$ cat src/rtl/vga_timing_gen.sv
// vga_timing_gen: 640x480@60 Hz raster timing generator.
// Free-running pixel divider plus HCount/VCount pixel counters. hsync, vsync and
// video_on are registered from the next counter values, so they line up with
// the counters they describe. pix_tick, vblank_start and frame_end are decoded
// combinationally from the current state.
module vga_timing_gen #(
  parameter int CLK_DIV   = 2,
  parameter int H_DISPLAY = 640,
  parameter int H_FRONT   = 16,
  parameter int H_SYNC    = 96,
  parameter int H_BACK    = 48,
  parameter int V_DISPLAY = 480,
  parameter int V_FRONT   = 10,
  parameter int V_SYNC    = 2,
  parameter int V_BACK    = 33
) (
  input  logic       clk,
  input  logic       rst_n,
  output logic       pix_tick,
  output logic [9:0] HCount,
  output logic [9:0] VCount,
  output logic       hsync,
  output logic       vsync,
  output logic       video_on,
  output logic       vblank_start,
  output logic       frame_end
);

  // Both totals are expected to fit in the 10-bit counters.
  localparam int H_TOTAL  = H_DISPLAY + H_FRONT + H_SYNC + H_BACK;
  localparam int V_TOTAL  = V_DISPLAY + V_FRONT + V_SYNC + V_BACK;
  localparam int HS_START = H_DISPLAY + H_FRONT;
  localparam int HS_END   = HS_START + H_SYNC;
  localparam int VS_START = V_DISPLAY + V_FRONT;
  localparam int VS_END   = VS_START + V_SYNC;
  // One spare bit so the divider never compares against its own maximum value.
  localparam int DIV_W    = $clog2(CLK_DIV) + 1;

  logic [DIV_W-1:0] div_cnt_r;
  logic [9:0]       h_cnt_r;
  logic [9:0]       v_cnt_r;
  logic [9:0]       h_next_s;
  logic [9:0]       v_next_s;
  logic             hsync_r;
  logic             vsync_r;
  logic             video_on_r;
  logic             pix_tick_s;
  logic             h_last_s;

  assign pix_tick_s = (div_cnt_r == DIV_W'(CLK_DIV - 1));
  assign h_last_s   = (h_cnt_r == 10'(H_TOTAL - 1));

  // Pixel-rate divider: counts 0..CLK_DIV-1; any out-of-range value returns to 0.
  always_ff @(posedge clk) begin
    if (!rst_n) begin
      div_cnt_r <= {DIV_W{1'b0}};
    end else if (pix_tick_s || (div_cnt_r > DIV_W'(CLK_DIV - 1))) begin
      div_cnt_r <= {DIV_W{1'b0}};
    end else begin
      div_cnt_r <= div_cnt_r + DIV_W'(1);
    end
  end

  // Next raster position; values at or beyond the total wrap to 0 on the next tick.
  always_comb begin
    h_next_s = h_cnt_r;
    v_next_s = v_cnt_r;
    if (pix_tick_s) begin
      if (h_cnt_r >= 10'(H_TOTAL - 1)) begin
        h_next_s = 10'd0;
        if (v_cnt_r >= 10'(V_TOTAL - 1)) begin
          v_next_s = 10'd0;
        end else begin
          v_next_s = v_cnt_r + 10'd1;
        end
      end else begin
        h_next_s = h_cnt_r + 10'd1;
        v_next_s = v_cnt_r;
      end
    end else begin
      h_next_s = h_cnt_r;
      v_next_s = v_cnt_r;
    end
  end

  // Raster counters and the sync/visible flags derived from the next position.
  always_ff @(posedge clk) begin
    if (!rst_n) begin
      h_cnt_r    <= 10'd0;
      v_cnt_r    <= 10'd0;
      hsync_r    <= 1'b1;
      vsync_r    <= 1'b1;
      video_on_r <= 1'b1;
    end else begin
      h_cnt_r    <= h_next_s;
      v_cnt_r    <= v_next_s;
      hsync_r    <= !((h_next_s >= 10'(HS_START)) && (h_next_s < 10'(HS_END)));
      vsync_r    <= !((v_next_s >= 10'(VS_START)) && (v_next_s < 10'(VS_END)));
      video_on_r <= (h_next_s < 10'(H_DISPLAY)) && (v_next_s < 10'(V_DISPLAY));
    end
  end

  assign pix_tick     = pix_tick_s;
  assign HCount       = h_cnt_r;
  assign VCount       = v_cnt_r;
  assign hsync        = hsync_r;
  assign vsync        = vsync_r;
  assign video_on     = video_on_r;
  assign vblank_start = pix_tick_s && h_last_s && (v_cnt_r == 10'(V_DISPLAY - 1));
  assign frame_end    = pix_tick_s && h_last_s && (v_cnt_r == 10'(V_TOTAL - 1));

endmodule

$ cat config.mk
export PLATFORM = sky130hd
export DESIGN_NAME = vga_timing_gen
export DESIGN_NICKNAME = d
export VERILOG_FILES = /design/src/rtl/vga_timing_gen.sv
export SDC_FILE = /design/constraint.sdc
export NUM_CORES = 1
export LEC_CHECK = 0
export CAP_MARGIN = 20
export CORE_UTILIZATION = 47
export CTS_CLUSTER_SIZE = 30
export DETAILED_ROUTE_END_ITERATION = 10
export PLACE_DENSITY = 0.75
export SETUP_SLACK_MARGIN = 0.05
export SLEW_MARGIN = 15
export SYNTH_ARGS = -nofsm -noshare
export SYNTH_HDL_FRONTEND = slang
export SYNTH_SLANG_ARGS = --single-unit
export TNS_END_PERCENT = 5
$ cat constraint.sdc
create_clock -name clk -period 2 [get_ports clk]
set_input_delay 0.5 -clock clk [delete_from_list [all_inputs] [get_ports clk]]
set_output_delay 0.5 -clock clk [all_outputs]
set_load 0.02 [all_outputs]
After elaboration in Yosys (flattened, before gate mapping)
Index checks and enable logic that the tools add are counted.
{"block": "word_totals", "reg_bits": 25, "inputBits": 2, "out_inout_bits": 26, "elab_cells": 38}
{"block": "op_classes", "addsub": 3, "order_cmp": 9, "eq_ne": 4, "n_mux": 5, "bitwise": 1, "reduce_logical": 10}
{"op": "2-to-1 mux 10 bit", "count": 5}
{"op": ">= comparator 10 bit, second input constant", "count": 3}
{"op": "adder 10 x 1 -> 10 bit, second input constant", "count": 2}
{"op": "equality test 10 bit, second input constant", "count": 2}
{"op": "< comparator 10 bit, second input constant", "count": 2}
{"op": "< comparator 10 x 9 -> 1 bit, second input constant", "count": 2}
{"op": "equality test 10 x 9 -> 1 bit, second input constant", "count": 1}
{"op": ">= comparator 10 x 9 -> 1 bit, second input constant", "count": 1}
{"op": "logical AND 1 bit", "count": 6}
{"op": "adder 2 x 1 -> 2 bit, second input constant", "count": 1}
{"op": "equality test 2 x 1 -> 1 bit, second input constant", "count": 1}
{"op": "greater-than comparator 2 x 1 -> 1 bit, second input constant", "count": 1}
{"op": "logical NOT 1 bit", "count": 2}
{"op": "OR reduction 2 bit", "count": 1}
{"op": "logical OR 1 bit", "count": 1}
{"op": "NOT 1 bit", "count": 1}

Longest topological paths before layout
{"block": "depth", "word_depth": 7, "mapped_depth": 8, "depth_no_buf": 7}

Least setup slack after synthesis
No wires, ideal clock.
{"block": "synth_timing", "kind": "reg-to-output", "startpoint": "reg div_cnt_r[1]", "endpoint": "out vblank_start", "arrival_time_ps": 2098, "required_ps": 1500, "path_slack_ps": -598, "stages_incl_launch_ff": 8, "n_path_buf": 1, "cell_sequence": "dfxtp_1 -> inv_1 -> ha_1 -> clkbuf_1 -> nand3_1 -> nor2_1 -> nand3_1 -> nor4_1"}
{"block": "synth_via", "elab_chain_len": 3}
{"item": "start: declaration", "line": "39", "rtl": "logic [DIV_W-1:0] div_cnt_r;"}
{"item": "start signal: assignment", "line": "56", "rtl": "div_cnt_r <= {DIV_W{1'b0}};"}
{"item": "start signal: assignment", "line": "58", "rtl": "div_cnt_r <= {DIV_W{1'b0}};"}
{"item": "start signal: assignment", "line": "60", "rtl": "div_cnt_r <= div_cnt_r + DIV_W'(1);"}
{"item": "equality test 2 x 1 -> 1 bit", "line": "50", "rtl": "assign pix_tick_s = (div_cnt_r == DIV_W'(CLK_DIV - 1));"}
{"item": "net pix_tick", "line": "19", "rtl": "output logic pix_tick,"}
{"item": "logical AND 1 bit (2 in series)", "line": "109", "rtl": "assign vblank_start = pix_tick_s && h_last_s && (v_cnt_r == 10'(V_DISPLAY - 1));"}
{"item": "end: declaration", "line": "25", "rtl": "output logic vblank_start,"}
The timed path passes the listed nets, and every way through them passes these cells.

Final worst setup path
{"block": "layout_timing", "startpoint": "reg h_cnt_r[0], in the netlist HCount[0]", "endpoint": "out vblank_start"}
{"block": "layout_via", "elab_chain_len": 3}
{"item": "start: declaration", "line": "40", "rtl": "logic [9:0] h_cnt_r;"}
{"item": "start signal: assignment", "line": "95", "rtl": "h_cnt_r <= h_next_s;"}
{"item": "equality test 10 bit", "line": "51", "rtl": "assign h_last_s = (h_cnt_r == 10'(H_TOTAL - 1));"}
{"item": "logical AND 1 bit (2 in series)", "line": "109"}
No other way between the ends.

==> impl_metrics.py <==
metrics = {
    "yosys": {
        "netlist_area_sq_um": 1560,
        "synth_top_family_by_area": "simple AND/OR/NAND/NOR gates",
        "async_flop_share_pct": 0,
        "muxShareOfSynthArea_pct": 2.01,
        "synth_simple_gate_area_share_pct": 32.3,
        "synth-xor-area-share_pct": 6.75,
        "synth_nets": 186,
        "synthesis.instances": 179,
        "ys_types": 51,
        "yosysWarnings": 0,
        "synth_compound_area_share_pct": 17.3,
        "ys_seq_area_share_pct": 32.1,
        "syn_avg_cell_area_sq_um": 8.70,
        "synth_ff_type": "dfxtp_1",
        "synth_adder_area_share_pct": 4.02,
        "synth-seq-cells": 25,
        "synth_edf_count": 0,
    },
    "run": {
        "maxCapViolCount": 0,
    },
    "sta": {
        "drv_slew": 0,
        "rsz0062_at_grt": "true",
        "clock_skew_ps": 4.39,
        "maxSlewHeadroom_pct": 74.9,
        "hold_violations": 0,
        "fmax_mhz": 486,
        "setup_viol": 2,
        "tightest_slew_ps": 375,
        "post-route-period-util_pct": 103,
        "min_period_ps": 2060,
        "setup_ws_ps": -58.1,
    },
    "finish": {
        "layout_common_cells": "buf_4 (42), dfxtp_1 (20), nand2_1 (17), nor2_1 (17)",
        "diodes": 0,
        "area.growth.synth_to_final_pct": 47.9,
        "layoutNonFillerInstCount": 289,
        "design_area_sq_um": 2300,
        "drive_above_1_share_pct": 31.8,
        "final_nets": 253,
        "final_common_cell": "buf_4",
    },
    "pwr": {
        "peakVddDrop_uv": 437,
        "p_per_area_nw_per_um2": 438,
        "p_leak_nw": 1.10,
    },
    "grt": {
        "grt_usage_pct": 25.0,
        "antenna_found_initial": 0,
        "grt.overflow.total": 0,
        "first_global_vias": 1518,
        "grt_pass1_wl_mm": 6.73,
        "grt_max_degree": 14,
    },
    "worst_setup_path": {
        "crit_fanout": 2,
        "start_kind": "flop",
        "critical_path_required_ps": 1500,
        "end_kind": "output port",
        "ff2ff_setup_slack_ps": -10,
        "arrival_ps": 1560,
        "crit_type": "flop to output port",
        "rr_worst_depth": 9,
    },
    "routing": {
        "dr.pass1.iters": 4,
        "wl_mm": 4.13,
        "wire_per_inst_um": 14.3,
        "dr.first_iter.drc_count": 93,
        "ant_nets": 0,
        "drc_errors": 0,
        "vias_per_cell": 5.51,
        "vias": 1593,
    },
    "hold_path": {
        "hold_class": "flop to flop",
        "hold_depth": 2,
    },
    "die": {
        "boundaryPins": 28,
        "floorplan.die_area_sq_um": 3550,
        "start_util_pct": 50.2,
        "die_w_um": 59.6,
        "row_count": 20,
        "core_sq_um": 3100,
        "dieHeight_um": 59.6,
    },
    "clock_network": {
        "worstSkewPairLatency_ps": 310,
        "htree_num_levels": 1,
        "cts_buffers": 3,
        "path_clk_slew_ps": 130,
        "cts_buffer_depth": 2,
        "cts_setup_buffers": 0,
        "clkSinkCount": 25,
        "cts_hold_buffers": 0,
        "cts-root-buf": "clkbuf_4",
        "cts_tree": "done",
    },
    "outcome": {
        "status": "finished, violations left",
        "violations": "negative setup slack",
    },
    "place": {
        "io_buffers": 27,
        "placed_area_sq_um": 2200,
        "numPlacedInstances": 285,
        "gp_congestion": 0.947,
        "hpwl_mm": 3.19,
    },
}
-- per-layer routing --
| layer | global-route usage, % | part of all wire [%] | vias up |
|---|---|---|---|
| met5 | 0 | 0 | - |
| met4 | 9.63 | 1.7 | 0 |
| met3 | 2.84 | 5.1 | 8 |
| met2 | 43.5 | 52 | 59 |
| met1 | 31.6 | 42 | 743 |
| li1 | - | - | 783 |
-- final cells by class --
class,instances,area (sq um)
Multi-Input combinational cell,140,1080
Inverter,7,26.3
Timing Repair Buffer,69,609
Fill cell,236,800
Tap cell,44,55.1
Sequential cell,25,507
Clock buffer,4,26.3
-- path summary, 6_finish.rpt --
check / from / to
worst max-delay path: HCount[0] / vblank_start
worst min-delay path: div_cnt_r[0] / div_cnt_r[0]
worst min register to register: div_cnt_r[0] / div_cnt_r[0]
worst max register to register: div_cnt_r[1] / video_on
-- metrics by stage --
step | setup WS, ps | utilization, % | setup TNS [ps] | hold WS, ps | power [mW]
after floorplan | 61.3 | - | 0 | 536 | 0.697
after global placement | -139 | 71.0 | -253 | 550 | 0.778
after detailed placement | -160 | 71.0 | -380 | 563 | 0.789
after CTS | -62.7 | 72.0 | -206 | 578 | 0.997
after global routing | -167 | 74.2 | -436 | 611 | 1.07
final | -58.1 | 74.2 | -67.3 | 572 | 1.01
-- timing repair --
item | 4_1_cts | 5_1_grt
gates resized for setup | 24 | 20
pin swaps | 0 | 7
setup endpoints to repair | 21 | 19
-- cells in the mapped netlist, types with 2 or more instances --
cell type,number,share of area [%]
a21oi_1,10,3.2
and2_1,5,2.0
and2_2,2,0.96
and3_1,5,2.0
and3b_1,2,1.1
buf_6,3,2.2
clkbuf_1,3,0.72
dfxtp_1,25,32
ha_1,5,4.0
inv_1,7,1.7
mux2i_1,2,1.3
nand2_1,17,4.1
nand2_2,2,0.80
nand3_1,9,2.9
nand4_1,6,2.4
nand4b_1,2,1.1
nor2_1,18,4.3
nor2b_1,5,2.0
nor4_1,2,0.80
nor4bb_1,2,1.3
o211ai_1,2,0.96
o21ai_0,3,0.96
o22ai_1,3,1.2
or4_1,2,0.96
xnor2_1,6,3.4
xor2_1,6,3.4
-- flip-flops by register name, summed over array words and instances, names as in the netlist --
register   count
VCount        10
HCount        10
video_on       1
vsync          1
div_cnt_r      2
hsync          1
-- cells by family after synthesis --
family,Yosys count
AND/OR/NAND/NOR,87
AO/OA/AOI/OAI,33
flip-flops,25
buffers and inverters,14
XOR/XNOR,12
adder cells (fa/ha/maj),5
multiplexers,3
-- power breakdown --
group          total, mW  internal (mW)  switching [mW]  leakage, nW
Clock              0.218         0.0779           0.140       0.0150
Combinational      0.246          0.121           0.125        0.881
Sequential         0.545          0.526          0.0189        0.204
-- worst max-delay path, cell delays in order, from the launching register on --
cell,delay (ps)
dfxtp_2,380
ha_4,150
nand3_4,80
nor2_4,150
nand3_4,110
nor4_4,210
buf_4,170
(Power assumes the default switching activity.)
